### config.mk
export PLATFORM = sky130hd
export DESIGN_NAME = mem_access
export DESIGN_NICKNAME = d
export VERILOG_FILES = /design/src/rtl/mem_access.sv
export SDC_FILE = /design/constraint.sdc
export NUM_CORES = 1
export LEC_CHECK = 0
export BUFFER_PORTS_ARGS = -buffer_cell sky130_fd_sc_hd__buf_2
export CAP_MARGIN = 20
export CORE_AREA = 2 2 157 159
export CTS_BUF_LIST = sky130_fd_sc_hd__clkbuf_8
export CTS_CLUSTER_DIAMETER = 80
export DETAILED_ROUTE_END_ITERATION = 8
export DIE_AREA = 0 0 159 161
export PLACE_DENSITY = 0.86
export SLEW_MARGIN = 20
export SYNTH_ARGS = -nofsm -noshare
export SYNTH_HDL_FRONTEND = slang
export SYNTH_SLANG_ARGS = --single-unit
### constraint.sdc
create_clock -name clk -period 3.35 [get_ports clk]
set_input_delay 0.67 -clock clk [delete_from_list [all_inputs] [get_ports clk]]
set_output_delay 0.67 -clock clk [all_outputs]
set_load 0.005 [all_outputs]
### src/rtl/mem_access.sv
// rtl/mem_access.sv - load/store unit between execute and writeback with a handshaked data bus
// Four-state FSM: aligned memory ops go to the bus, misaligned and non-memory ops respond directly.
module mem_access (
  input  logic        clk,
  input  logic        reset,
  input  logic        in_valid,
  input  logic        mem_read,
  input  logic        mem_write,
  input  logic [1:0]  mem_size,
  input  logic        mem_unsigned,
  input  logic [63:0] addr,
  input  logic [63:0] wdata,
  input  logic        flush,
  output logic        in_ready,
  output logic        dreq_valid,
  output logic [63:0] dreq_addr,
  output logic [1:0]  dreq_size,
  output logic [7:0]  dreq_strobe,
  output logic [63:0] dreq_data,
  input  logic        dresp_addr_ok,
  input  logic        dresp_data_ok,
  input  logic [63:0] dresp_data,
  output logic        out_valid,
  output logic [63:0] out_rdata,
  output logic        out_misalign
);

  typedef enum logic [1:0] {S_IDLE, S_REQ, S_WAIT, S_RESP} state_t;

  state_t      r_state;
  state_t      w_next;
  logic        r_write;
  logic        r_unsigned;
  logic        r_kill;
  logic        r_misalign;
  logic [1:0]  r_size;
  logic [63:0] r_addr;
  logic [63:0] r_wdata;
  logic [63:0] r_rdata;

  logic        w_accept;
  logic        w_is_mem;
  logic        w_aligned;
  logic        w_misaligned;
  logic        w_done;
  logic        w_kill_now;
  logic [7:0]  w_mask;
  logic [63:0] w_shift;
  logic [63:0] w_load;

  assign w_accept     = (r_state == S_IDLE) && in_valid && !flush;
  assign w_is_mem     = mem_read | mem_write;
  assign w_misaligned = w_is_mem & ~w_aligned;
  assign w_done       = ((r_state == S_REQ) && dresp_addr_ok && dresp_data_ok) ||
                        ((r_state == S_WAIT) && dresp_data_ok);
  // A flush arriving in the completing cycle must still suppress the result.
  assign w_kill_now   = r_kill | flush;

  always_comb begin
    w_aligned = 1'b1;
    case (mem_size)
      2'd0:    w_aligned = 1'b1;
      2'd1:    w_aligned = ~addr[0];
      2'd2:    w_aligned = (addr[1:0] == 2'b00);
      default: w_aligned = (addr[2:0] == 3'b000);
    endcase
  end

  always_comb begin
    w_next = r_state;
    case (r_state)
      S_IDLE: begin
        if (w_accept) begin
          w_next = (w_is_mem && !w_misaligned) ? S_REQ : S_RESP;
        end
      end
      S_REQ: begin
        if (dresp_addr_ok) begin
          w_next = dresp_data_ok ? S_RESP : S_WAIT;
        end
      end
      S_WAIT: begin
        if (dresp_data_ok) begin
          w_next = S_RESP;
        end
      end
      default: w_next = S_IDLE;
    endcase
  end

  assign w_shift = dresp_data >> {r_addr[2:0], 3'b000};

  always_comb begin
    w_load = 64'd0;
    w_mask = 8'h00;
    case (r_size)
      2'd0: begin
        w_load = {{56{w_shift[7]  & ~r_unsigned}}, w_shift[7:0]};
        w_mask = 8'h01;
      end
      2'd1: begin
        w_load = {{48{w_shift[15] & ~r_unsigned}}, w_shift[15:0]};
        w_mask = 8'h03;
      end
      2'd2: begin
        w_load = {{32{w_shift[31] & ~r_unsigned}}, w_shift[31:0]};
        w_mask = 8'h0F;
      end
      default: begin
        w_load = w_shift;
        w_mask = 8'hFF;
      end
    endcase
  end

  always_ff @(posedge clk or negedge reset) begin
    if (!reset) begin
      r_state    <= S_IDLE;
      r_write    <= 1'b0;
      r_unsigned <= 1'b0;
      r_kill     <= 1'b0;
      r_misalign <= 1'b0;
      r_size     <= 2'd0;
      r_addr     <= 64'd0;
      r_wdata    <= 64'd0;
      r_rdata    <= 64'd0;
    end else begin
      r_state <= w_next;
      if (w_accept) begin
        r_write    <= mem_write;
        r_size     <= mem_size;
        r_unsigned <= mem_unsigned;
        r_addr     <= addr;
        r_wdata    <= wdata;
        if (!w_is_mem || w_misaligned) begin
          r_rdata    <= 64'd0;
          r_misalign <= w_misaligned;
        end
      end
      if (r_state == S_RESP) begin
        r_kill <= 1'b0;
      end else if (r_state != S_IDLE && flush) begin
        r_kill <= 1'b1;
      end
      if (w_done && !w_kill_now) begin
        r_rdata    <= r_write ? 64'd0 : w_load;
        r_misalign <= 1'b0;
      end
    end
  end

  assign in_ready     = (r_state == S_IDLE);
  assign dreq_valid   = (r_state == S_REQ);
  assign dreq_addr    = r_addr;
  assign dreq_size    = r_size;
  assign dreq_strobe  = r_write ? (w_mask << r_addr[2:0]) : 8'h00;
  assign dreq_data    = r_wdata << {r_addr[2:0], 3'b000};
  assign out_valid    = (r_state == S_RESP) && !r_kill;
  assign out_rdata    = r_rdata;
  assign out_misalign = r_misalign;

endmodule
==> metrics <==
outcome completed; setup ws final around 160 ps; synthesized area 11100 µm²; RSZ-0062 raised after global routing false; initial drt markers 1323; maximum vdd drop 0.000593 V; xor/xnor cell area share of the yosys netlist 0; Avg Vias per Cell just under 6; largest family of logic cells by synthesized area simple AND/OR/NAND/NOR gates; final worst-path cycle share 0.953; Setup Viol. Count Final 0; Pwr Density 987 nW/µm²; r2r setup slk roughly 600 ps; Buffers on Ports 408; core area approximately 24000 µm²; Sw Ratio 0.462; Crit Path Max Fanout 48; mux contribution to synthesized area 0.169; final WL approximately 41000 µm; CTS max path bufs 2; clock root buffer clkbuf_8; DRT Pass-1 Iters 5; Pins Over Slew Limit 0; post-CTS setup buffer count 0; Slew Limit Headroom 0.491; Clock transition at path regs 130 ps; Crit path required time 2680 ps; adder-cell share of the synthesized area 0.00449; Max Clk Rate 313 MHz; share of post-route cells with drive strength above 1 0.342; Synth area leaders dfrtp_1 (45%), nand2_1 (15%), mux4_2 (7.3%); Worst setup EP type primary output; Max Cap Viol 0; worst reg2reg path startpoint dreq_addr[0]$_DFFE_PN0P_; Post-synth EDFFs 0; HP Class in2async; cts repair resizes 0; Clock power frac 0.129; die width between 150 and 200 µm; Tightest Pin Transition 762 ps; WL/cell 21.4 µm; vias in the first global route between 10000 and 15000; Pleak around 7.4 nW; first-pass GRT wire length roughly 63000 µm; CTS tree yes; gpl congestion 0.944; Tmin final 3190 ps; #FFs+latches synth 200; area leader, netlist dfrtp_1; Slowest cell on crit path dfrtp_4; initial antenna violation count 11; setup slack at placement around 710 ps; worst-path cell chain nand2_1 > o22ai_1 > buf_2; grt total ovfl 0; Seq pwr share 0.327; reg2reg end out_rdata[61]$_DFFE_PN0P_; detailed placement HPWL 30800 µm; num rows 57; critical path startpoint category flop; syn_nets 1438; most common cell after layout, fill and taps aside nand2_1; post-synth top area share 0.449; DRC Markers 0; Worst Path Class, Setup reg2out; most frequent cells in the layout nand2_1 (447), buf_2 (407), dfrtp_1 (197); CTS buffer count 17; synth unique cells 44; routed vias 11274; FFs w/ async S/R, synth 1.00; final hold vios 0; Die ar. 25600 µm²; Antenna Violating Nets Remaining 0; ys flop type dfrtp_1; CTS H-tree lvls 4; largest net degree at the start of global routing roughly 130; Worst path max stage delay 820 ps; Synth Area in Compound Gates 0.134; Comb pwr share 0.544; R2R cell count 7; Pint between 0.007 and 0.008 W; Clock Skews between 15 and 20 ps; total track usage 0.318; hold slack 182 ps; Initial Utilization 0.465; Ports a little over 400; Nets approximately 1800; Seq/Total Area, Yosys 0.449; switching power 0.00637 W; post-synthesis average cell area 9.05 µm²; WP data arrival 2520 ps; count of clock tree sinks 200; Cells after Synth 1231; Post-Synth Simple-Gate Area 0.198; hold-fix buffers at CTS 0; area delta synth->final 25.3%; Fin Setup TNS 0 ps; Yosys Warn Count 0; chip height 161 µm; Worst-Skew Late Latency 480 ps
[synth_stat cells, types with 8 or more instances]
cell and instances:
clkbuf_1 64, a221o_1 23, inv_1 19, o21ai_0 50, nor2_1 70, buf_1 8
mux4_2 36, and2_1 19, a211oi_1 8, o22ai_1 19, mux2_2 29, buf_2 19
mux2i_1 75, nand2_1 447, a22o_1 33, a21oi_1 48, dfrtp_1 200
[layout make-up]
cell class	count	area, µm²
Fill cell	2083	10000
Multi-Input combinational cell	914	5660
Sequential cell	200	5010
Timing Repair Buffer	436	2320
Tap cell	324	405
Clock buffer	17	234
Clock inverter	15	230
Inverter	20	75.1
Antenna cell	9	22.5
[per-layer routing]
| metal | up-vias | global-route usage | share of wire |
|---|---|---|---|
| met5 | - | 0 | 0.00031 |
| met1 | 5367 | 0.373 | 0.36 |
| li1 | 4965 | - | - |
| met3 | 136 | 0.0639 | 0.092 |
| met4 | 2 | 0.147 | 0.049 |
| met2 | 804 | 0.564 | 0.50 |
[critical path: cells and delay by family, from the launching register on]
kind | cells | cell delay (ps)
simple gates | 1 | 540
compound gates | 1 | 470
buf+inv | 1 | 180
flops | 1 | 820
[power groups by stage]
stage / logic (W) / clock network, W / registers [W]
after floorplan: 0.00465 / 0 / 0.00411
after global placement: 0.00725 / 0 / 0.00449
after detailed placement: 0.00741 / 0 / 0.00450
after CTS: 0.00744 / 0.00179 / 0.00447
after global routing: 0.00811 / 0.00191 / 0.00462
final: 0.00750 / 0.00177 / 0.00451
[registers in the layout (all words and copies together) (netlist names)]
register / flops
dreq_addr: 64
out_rdata: 64
r_wdata: 64
dreq_size: 2
r_state: 2
out_misalign: 1
r_kill: 1
r_unsigned: 1
r_write: 1
[worst max path at each step]
stage          slack [ps]                startpoint                         to  cells after the start
2_1_floorplan         740  dreq_addr[0]$_DFFE_PN0P_              dreq_data[56]                      8
3_3_place_gp          780  dreq_addr[0]$_DFFE_PN0P_  out_rdata[61]$_DFFE_PN0P_                      7
3_5_place_dp          710  dreq_addr[0]$_DFFE_PN0P_  out_rdata[61]$_DFFE_PN0P_                      7
4_1_cts               190  dreq_addr[1]$_DFFE_PN0P_              dreq_data[38]                      3
5_1_grt                60  dreq_addr[1]$_DFFE_PN0P_              dreq_data[38]                      3
6_report              160  dreq_addr[1]$_DFFE_PN0P_              dreq_data[38]                      3
[logic make-up after synthesis]
logic type               after synthesis
AND/OR/NAND/NOR                      557
buffers and inverters                117
adder cells (fa/ha/maj)                4
AO/OA/AOI/OAI                        213
flip-flops                           200
multiplexers                         140
[stage by stage]
stage	total power (W)	utilization	instances	cell area, µm²
global route	0.0146	0.583	1935	14000
global placement	0.0117	0.562	1894	13500
detailed placement	0.0119	0.562	1894	13500
finish	0.0138	0.583	1935	14000
CTS	0.0137	0.582	1926	13900
floorplan	0.00877	-	1231	11100
Power figures use the tool's default switching activity.
